## src/rtl/ram_port_arbiter_pkg.sv

```systemverilog
// Shared definitions for the RAM port arbiter: FSM states, owner codes and
// the size code that instruction fetches always use.
package ram_port_arbiter_pkg;

  typedef enum logic [1:0] {
    ARB_IDLE = 2'd0,
    ARB_REQ  = 2'd1,
    ARB_WAIT = 2'd2
  } arb_state_e;

  typedef enum logic {
    ARB_OWN_IFU = 1'b0,
    ARB_OWN_LSU = 1'b1
  } arb_owner_e;

  // Fetches are always full doubleword reads.
  localparam logic [2:0] ARB_SIZE_DWORD = 3'd3;

endpackage

```

## src/rtl/ram_port_arbiter_if.sv

```systemverilog
// Bundle of the IFU, LSU and RAM-side signals around the RAM port arbiter.
// slave: the arbiter's view; master: the surrounding requesters and memory.
interface ram_port_arbiter_if;

  logic        ifu_valid_i;
  logic [63:0] ifu_addr_i;
  logic        ifu_ready_o;
  logic [63:0] ifu_data_o;
  logic        ifu_err_o;

  logic        lsu_valid_i;
  logic        lsu_wen_i;
  logic [63:0] lsu_addr_i;
  logic [63:0] lsu_wdata_i;
  logic [2:0]  lsu_size_i;
  logic        lsu_ready_o;
  logic [63:0] lsu_data_o;
  logic        lsu_err_o;

  logic        ram_rw_cen_o;
  logic        ram_rw_wen_o;
  logic [63:0] ram_rw_addr_o;
  logic [63:0] ram_rw_wdata_o;
  logic [2:0]  ram_rw_size_o;
  logic        ram_rw_ready_i;
  logic [63:0] ram_rw_data_i;

  modport slave (
    input  ifu_valid_i, ifu_addr_i,
    output ifu_ready_o, ifu_data_o, ifu_err_o,
    input  lsu_valid_i, lsu_wen_i, lsu_addr_i, lsu_wdata_i, lsu_size_i,
    output lsu_ready_o, lsu_data_o, lsu_err_o,
    output ram_rw_cen_o, ram_rw_wen_o, ram_rw_addr_o, ram_rw_wdata_o, ram_rw_size_o,
    input  ram_rw_ready_i, ram_rw_data_i
  );

  modport master (
    output ifu_valid_i, ifu_addr_i,
    input  ifu_ready_o, ifu_data_o, ifu_err_o,
    output lsu_valid_i, lsu_wen_i, lsu_addr_i, lsu_wdata_i, lsu_size_i,
    input  lsu_ready_o, lsu_data_o, lsu_err_o,
    input  ram_rw_cen_o, ram_rw_wen_o, ram_rw_addr_o, ram_rw_wdata_o, ram_rw_size_o,
    output ram_rw_ready_i, ram_rw_data_i
  );

endinterface

```

## src/rtl/rr_pick2.sv

```systemverilog
// Two-way round-robin picker: a lone request wins, a conflict goes to the
// requester that was not granted last. grant is the winning index.
module rr_pick2 (
  input  logic [1:0] req,
  input  logic       last,
  output logic       grant,
  output logic       any
);

  // Pick the winner from the request pair and the previous grant.
  always_comb begin
    any   = |req;
    grant = 1'b0;
    case (req)
      2'b01:   grant = 1'b0;
      2'b10:   grant = 1'b1;
      2'b11:   grant = ~last;
      default: grant = 1'b0;
    endcase
  end

endmodule

```

## src/rtl/ram_port_arbiter.sv

```systemverilog
// Serialises IFU fetches and LSU loads/stores onto the single RAM port:
// latch the winner's request, drive the port for one cycle, then wait for
// the memory's ready (or a timeout) and return the result to the owner.
module ram_port_arbiter
  import ram_port_arbiter_pkg::*;
#(
  parameter int unsigned TIMEOUT = 16
) (
  input  logic            clk,
  input  logic            rst_n,
  ram_port_arbiter_if.slave bus
);

  arb_state_e  state_q, state_d;
  arb_owner_e  owner_q, last_grant_q, pick_owner;
  logic        wen_q;
  logic [63:0] addr_q;
  logic [63:0] wdata_q;
  logic [2:0]  size_q;
  logic [7:0]  cnt_q;
  logic        pick_grant, pick_any;
  logic        timeout_hit;
  logic        done;
  logic        err;
  logic [63:0] rdata;

  rr_pick2 u_pick (
    .req   ({bus.lsu_valid_i, bus.ifu_valid_i}),
    .last  (last_grant_q == ARB_OWN_LSU),
    .grant (pick_grant),
    .any   (pick_any)
  );

  assign pick_owner  = pick_grant ? ARB_OWN_LSU : ARB_OWN_IFU;
  assign timeout_hit = (cnt_q == 8'(TIMEOUT - 1));

  // FSM state register.
  always_ff @(posedge clk) begin
    if (!rst_n) state_q <= ARB_IDLE;
    else        state_q <= state_d;
  end

  // Request latch, grant history and WAIT-cycle counter.
  always_ff @(posedge clk) begin
    if (!rst_n) begin
      owner_q      <= ARB_OWN_IFU;
      last_grant_q <= ARB_OWN_IFU;
      wen_q        <= 1'b0;
      addr_q       <= '0;
      wdata_q      <= '0;
      size_q       <= '0;
      cnt_q        <= '0;
    end else begin
      case (state_q)
        ARB_IDLE: begin
          if (pick_any) begin
            owner_q      <= pick_owner;
            last_grant_q <= pick_owner;
            if (pick_owner == ARB_OWN_LSU) begin
              wen_q   <= bus.lsu_wen_i;
              addr_q  <= bus.lsu_addr_i;
              wdata_q <= bus.lsu_wdata_i;
              size_q  <= bus.lsu_size_i;
            end else begin
              wen_q   <= 1'b0;
              addr_q  <= bus.ifu_addr_i;
              wdata_q <= '0;
              size_q  <= ARB_SIZE_DWORD;
            end
          end
        end
        ARB_REQ:  cnt_q <= '0;
        ARB_WAIT: cnt_q <= cnt_q + 8'd1;
        default:  cnt_q <= '0;
      endcase
    end
  end

  // Next state, RAM port drive and completion routing to the owner.
  always_comb begin
    state_d            = state_q;
    done               = 1'b0;
    err                = 1'b0;
    rdata              = '0;
    bus.ram_rw_cen_o   = 1'b0;
    bus.ram_rw_wen_o   = 1'b0;
    bus.ram_rw_addr_o  = addr_q;
    bus.ram_rw_wdata_o = wdata_q;
    bus.ram_rw_size_o  = size_q;
    bus.ifu_ready_o    = 1'b0;
    bus.ifu_data_o     = '0;
    bus.ifu_err_o      = 1'b0;
    bus.lsu_ready_o    = 1'b0;
    bus.lsu_data_o     = '0;
    bus.lsu_err_o      = 1'b0;

    case (state_q)
      ARB_IDLE: if (pick_any) state_d = ARB_REQ;
      ARB_REQ: begin
        bus.ram_rw_cen_o = 1'b1;
        bus.ram_rw_wen_o = wen_q;
        state_d          = ARB_WAIT;
      end
      ARB_WAIT: begin
        // Memory ready wins over a timeout landing in the same cycle.
        if (bus.ram_rw_ready_i) begin
          done    = 1'b1;
          rdata   = bus.ram_rw_data_i;
          state_d = ARB_IDLE;
        end else if (timeout_hit) begin
          done    = 1'b1;
          err     = 1'b1;
          state_d = ARB_IDLE;
        end
      end
      default: state_d = ARB_IDLE;
    endcase

    if (owner_q == ARB_OWN_LSU) begin
      bus.lsu_ready_o = done;
      bus.lsu_data_o  = rdata;
      bus.lsu_err_o   = err;
    end else begin
      bus.ifu_ready_o = done;
      bus.ifu_data_o  = rdata;
      bus.ifu_err_o   = err;
    end
  end

endmodule

```

## src/flat_wrapper.sv

```systemverilog
// flat-port wrapper written by rule: the top's interface ports become plain ports
module ram_port_arbiter_flat import ram_port_arbiter_pkg::*;
#(
  parameter int unsigned TIMEOUT = 16
)
  (clk, rst_n, bus_ifu_valid_i, bus_ifu_addr_i, bus_ifu_ready_o, bus_ifu_data_o, bus_ifu_err_o, bus_lsu_valid_i, bus_lsu_wen_i, bus_lsu_addr_i, bus_lsu_wdata_i, bus_lsu_size_i, bus_lsu_ready_o, bus_lsu_data_o, bus_lsu_err_o, bus_ram_rw_cen_o, bus_ram_rw_wen_o, bus_ram_rw_addr_o, bus_ram_rw_wdata_o, bus_ram_rw_size_o, bus_ram_rw_ready_i, bus_ram_rw_data_i);
  ram_port_arbiter_if bus_i ();
  input  logic clk;
  input  logic rst_n;
  input wire logic [$bits(bus_i.ifu_valid_i)-1:0] bus_ifu_valid_i;
  input wire logic [$bits(bus_i.ifu_addr_i)-1:0] bus_ifu_addr_i;
  output wire logic [$bits(bus_i.ifu_ready_o)-1:0] bus_ifu_ready_o;
  output wire logic [$bits(bus_i.ifu_data_o)-1:0] bus_ifu_data_o;
  output wire logic [$bits(bus_i.ifu_err_o)-1:0] bus_ifu_err_o;
  input wire logic [$bits(bus_i.lsu_valid_i)-1:0] bus_lsu_valid_i;
  input wire logic [$bits(bus_i.lsu_wen_i)-1:0] bus_lsu_wen_i;
  input wire logic [$bits(bus_i.lsu_addr_i)-1:0] bus_lsu_addr_i;
  input wire logic [$bits(bus_i.lsu_wdata_i)-1:0] bus_lsu_wdata_i;
  input wire logic [$bits(bus_i.lsu_size_i)-1:0] bus_lsu_size_i;
  output wire logic [$bits(bus_i.lsu_ready_o)-1:0] bus_lsu_ready_o;
  output wire logic [$bits(bus_i.lsu_data_o)-1:0] bus_lsu_data_o;
  output wire logic [$bits(bus_i.lsu_err_o)-1:0] bus_lsu_err_o;
  output wire logic [$bits(bus_i.ram_rw_cen_o)-1:0] bus_ram_rw_cen_o;
  output wire logic [$bits(bus_i.ram_rw_wen_o)-1:0] bus_ram_rw_wen_o;
  output wire logic [$bits(bus_i.ram_rw_addr_o)-1:0] bus_ram_rw_addr_o;
  output wire logic [$bits(bus_i.ram_rw_wdata_o)-1:0] bus_ram_rw_wdata_o;
  output wire logic [$bits(bus_i.ram_rw_size_o)-1:0] bus_ram_rw_size_o;
  input wire logic [$bits(bus_i.ram_rw_ready_i)-1:0] bus_ram_rw_ready_i;
  input wire logic [$bits(bus_i.ram_rw_data_i)-1:0] bus_ram_rw_data_i;
  assign bus_i.ifu_valid_i = bus_ifu_valid_i;
  assign bus_i.ifu_addr_i = bus_ifu_addr_i;
  assign bus_ifu_ready_o = bus_i.ifu_ready_o;
  assign bus_ifu_data_o = bus_i.ifu_data_o;
  assign bus_ifu_err_o = bus_i.ifu_err_o;
  assign bus_i.lsu_valid_i = bus_lsu_valid_i;
  assign bus_i.lsu_wen_i = bus_lsu_wen_i;
  assign bus_i.lsu_addr_i = bus_lsu_addr_i;
  assign bus_i.lsu_wdata_i = bus_lsu_wdata_i;
  assign bus_i.lsu_size_i = bus_lsu_size_i;
  assign bus_lsu_ready_o = bus_i.lsu_ready_o;
  assign bus_lsu_data_o = bus_i.lsu_data_o;
  assign bus_lsu_err_o = bus_i.lsu_err_o;
  assign bus_ram_rw_cen_o = bus_i.ram_rw_cen_o;
  assign bus_ram_rw_wen_o = bus_i.ram_rw_wen_o;
  assign bus_ram_rw_addr_o = bus_i.ram_rw_addr_o;
  assign bus_ram_rw_wdata_o = bus_i.ram_rw_wdata_o;
  assign bus_ram_rw_size_o = bus_i.ram_rw_size_o;
  assign bus_i.ram_rw_ready_i = bus_ram_rw_ready_i;
  assign bus_i.ram_rw_data_i = bus_ram_rw_data_i;
  ram_port_arbiter #(.TIMEOUT(TIMEOUT)) u_core (.clk(clk), .rst_n(rst_n), .bus(bus_i));
endmodule
```

## config.mk

```make
export PLATFORM = sky130hd
export DESIGN_NAME = ram_port_arbiter_flat
export DESIGN_NICKNAME = d
export VERILOG_FILES = /design/src/rtl/ram_port_arbiter_pkg.sv /design/src/rtl/ram_port_arbiter_if.sv /design/src/rtl/rr_pick2.sv /design/src/rtl/ram_port_arbiter.sv /design/src/flat_wrapper.sv
export SDC_FILE = /design/constraint.sdc
export NUM_CORES = 1
export LEC_CHECK = 0
export BUFFER_PORTS_ARGS = -buffer_cell sky130_fd_sc_hd__buf_2
export CELL_PAD_IN_SITES_DETAIL_PLACEMENT = 1
export CELL_PAD_IN_SITES_GLOBAL_PLACEMENT = 2
export CORE_AREA = 5 5 202 204
export DETAILED_ROUTE_END_ITERATION = 10
export DIE_AREA = 0 0 207 209
export GPL_TIMING_DRIVEN = 0
export PLACE_DENSITY = 0.71
export SLEW_MARGIN = 20
export SYNTH_ARGS = -nofsm -noshare
export SYNTH_HDL_FRONTEND = slang
export SYNTH_SLANG_ARGS = --single-unit
export TNS_END_PERCENT = 1
```

## constraint.sdc

```tcl
create_clock -name clk -period 2.35 [get_ports clk]
set_input_delay 0 -clock clk [delete_from_list [all_inputs] [get_ports clk]]
set_output_delay 0 -clock clk [all_outputs]
set_load 0.01 [all_outputs]
```

==> flow_summary.json <==
{
  "die_width_um": 207,
  "hpwl_um": 28400,
  "final_common_cell": "buf_2",
  "hold_violations": 0,
  "dp.cells": 1779,
  "crit_buf_inv": 3,
  "hold_class": "input port to flip-flop",
  "wl_per_cell_um": 19.1,
  "ys_ff_latch": 143,
  "leakage_uw": 0.00625,
  "period_needed_ns": 2.30,
  "grtUsageTotal": 0.169,
  "tightest_slew_ns": 0.801,
  "ant_nets": 0,
  "post-route-period-util": 0.980,
  "die-area_mm2": 0.0433,
  "finalSetupTns_ns": 0,
  "synth.area.mux_share": 0.00151,
  "power_density_mw_per_mm2": 590,
  "clock.fmax_mhz": 434,
  "postCtsSetupBuffers": 0,
  "finalPower_uw": 7400,
  "synth_nets": 991,
  "root_buffer": "clkbuf_16",
  "vias_per_cell": 4.23,
  "max-cap-violations": 0,
  "cp_slowest_cell": "dlygate4sd3_1",
  "grt_pass1_wl_um": 57500,
  "routabilityCongestion": 0.910,
  "synth_compound_area_frac": 0.275,
  "path_clk_slew_ns": 0.08,
  "cpLargestDelayFamily": "buffers and inverters",
  "ys_seq_area_frac": 0.431,
  "cts_tree": "built",
  "synth_xor_area_frac": 0.00527,
  "setup_viol": 0,
  "grt_pass1_vias": 9362,
  "clock_latency_ns": 0.44,
  "syn_inst": 725,
  "syn_to_final_growth_pct": 88.6,
  "dr.pass1.iters": 4,
  "coreArea_mm2": 0.0391,
  "antenna_found_initial": 5,
  "drive_gt1_frac": 0.449,
  "drcViolationCount": 0,
  "slew_headroom": 0.466,
  "grt_setup_unrepaired": "yes",
  "io_pins": 530,
  "grt-ovfl-total": 0,
  "cp_cell_sequence": "buf_4 -> nor2_4 -> and2_4 -> clkbuf_1 -> a311oi_1 -> dlygate4sd3_1",
  "critical_path.max_fanout": 10,
  "yosys_warnings": 0,
  "skew_ns": 0.0157,
  "synthSimpleGateAreaFrac": 0.224,
  "synth_area_mm2": 0.00665,
  "end_kind": "flip-flop",
  "std_cell_rows": 73,
  "clock-sinks": 143,
  "numCtsBuffers": 17,
  "final_cell_mix": "560 x buf_2, 200 x dlygate4sd3_1, 143 x dfxtp_1, 132 x nand2_1, 129 x and2_1",
  "status": "finished, final reports clean",
  "syn_area_per_cell_um2": 9.17,
  "cp-start-kind": "flip-flop",
  "die_y_um": 209,
  "peakVddDrop_v": 0.000386,
  "dr.first_iter.drc_count": 306,
  "wl_um": 38400,
  "yosys.cell_types.count": 39,
  "clock_path_buffers": 2,
  "slew_violations": 0,
  "io_buffers": 529,
  "fill_cells": 4730,
  "crit_type": "flip-flop to flip-flop",
  "synth_top_family_by_area": "compound AO/OA/AOI/OAI gates",
  "vias": 8503,
  "grt_max_degree": 17,
  "stdcell_count": 2012,
  "finalNetCount": 1739,
  "h-tree-depth": 4,
  "critPathMaxStageDelay_ns": 0.60,
  "critPathArrivalTime_ns": 2.62,
  "synth_fa_ha_area_frac": 0.00188,
  "crit_required_ns": 2.67,
  "initial_core_util": 0.170
}
-- sequential cells by signal, indices dropped and copies added, names as in the netlist --
| register | count |
|---|---|
| u_core.bus.ram_rw_addr_o | 64 |
| u_core.bus.ram_rw_wdata_o | 64 |
| u_core.cnt_q | 8 |
| u_core.bus.ram_rw_size_o | 3 |
| u_core.state_q | 2 |
| u_core.owner_q | 1 |
| u_core.wen_q | 1 |
-- repair_timing --
item / 4_1_cts / 5_1_grt
hold endpoints to repair: 134 / 0
endpoints found under the setup margin: 68 / 43
hold buffers: 200 / 0
resized for setup: 2 / 6
pin swaps: 0 / 1
-- logic make-up after synthesis --
logic type	count (synthesis)
compound gates	209
xor+xnor	4
fa+ha+maj	1
buf+inv	75
flops	143
mux	1
simple gates	292
-- power by group --
group,switching (µW),internal [µW],leakage (µW),total (µW)
sequential,127,2650,0.00118,2780
clock,1270,1420,0.000278,2690
combinational,1000,930,0.00480,1930
-- worst paths after layout --
path / startpoint / endpoint / slack, ns / cells after the start
worst min-delay path: bus_ifu_valid_i / u_core.owner_q$_SDFFE_PN0P_ / 0.25 / 5
worst max-delay path: u_core.state_q[1]$_SDFFE_PN0P_ / u_core.bus.ram_rw_addr_o[5]$_SDFFE_PN0P_ / 0.05 / 6
worst max register to register: u_core.state_q[1]$_SDFFE_PN0P_ / u_core.bus.ram_rw_addr_o[5]$_SDFFE_PN0P_ / 0.05 / 6
worst min register to register: u_core.bus.ram_rw_wdata_o[25]$_SDFFE_PN0P_ / u_core.bus.ram_rw_wdata_o[25]$_SDFFE_PN0P_ / 0.47 / 1
-- stage by stage --
stage	hold WS [ns]	util	area, µm²	worst slack [ns]
global placement	0.217	0.255	9950	0.345
CTS	0.253	0.320	12500	0.0203
detailed placement	0.221	0.255	9950	0.332
global route	0.301	0.321	12500	-0.0966
finish	0.248	0.321	12500	0.0467
floorplan	0.0529	-	6650	1.01
-- final cells by class --
class | count | area (µm²) | area share
Timing Repair Buffer | 729 | 4650 | 0.371
Multi-Input combinational cell | 507 | 3380 | 0.270
Sequential cell | 143 | 2860 | 0.228
Tap cell | 525 | 657 | 0.0524
Clock buffer | 18 | 439 | 0.0350
Buffer | 74 | 415 | 0.0331
Clock inverter | 14 | 126 | 0.0101
Inverter | 1 | 3.75 | 0.000299
Antenna cell | 1 | 2.50 | 0.000200
-- layer usage --
layer / routed length (µm) / GRT usage
met5: 48 / 0
met4: 1180 / 0.0641
met3: 2740 / 0.0560
met2: 19800 / 0.309
met1: 14600 / 0.181
-- worst reg2reg max path, stage by stage (launching register included) --
cell           delay, ns
dfxtp_1             0.30
buf_4               0.17
nor2_4              0.28
and2_4              0.23
clkbuf_1            0.44
a311oi_1            0.18
dlygate4sd3_1       0.60
-- synth_stat cells (all sizes together) --
cell type  number  area (µm²)
a21bo           2        20.0
a21boi          1        11.3
a21oi          69         349
a22o           66         578
a311oi         64         811
a32o            1        10.0
a41oi           1        8.76
and2          130         816
and2b           1        7.51
and3            3        18.8
buf            52         319
clkbuf         22        90.1
dfxtp         143        2860
ha              1        12.5
inv             1        3.75
mux2i           1        10.0
nand2         132         495
nand2b          2        12.5
nand3           2        10.0
nand4           4        25.0
nor2            8        37.5
nor2b           1        6.26
nor3            2        10.0
nor3b           1        12.5
nor4            2        12.5
o21ai           3        15.0
o221a           2        22.5
or2             1        6.26
or3             3        18.8
xnor2           1        8.76
xor2            3        26.3
Note: power is estimated with default switching activity, not from simulation.
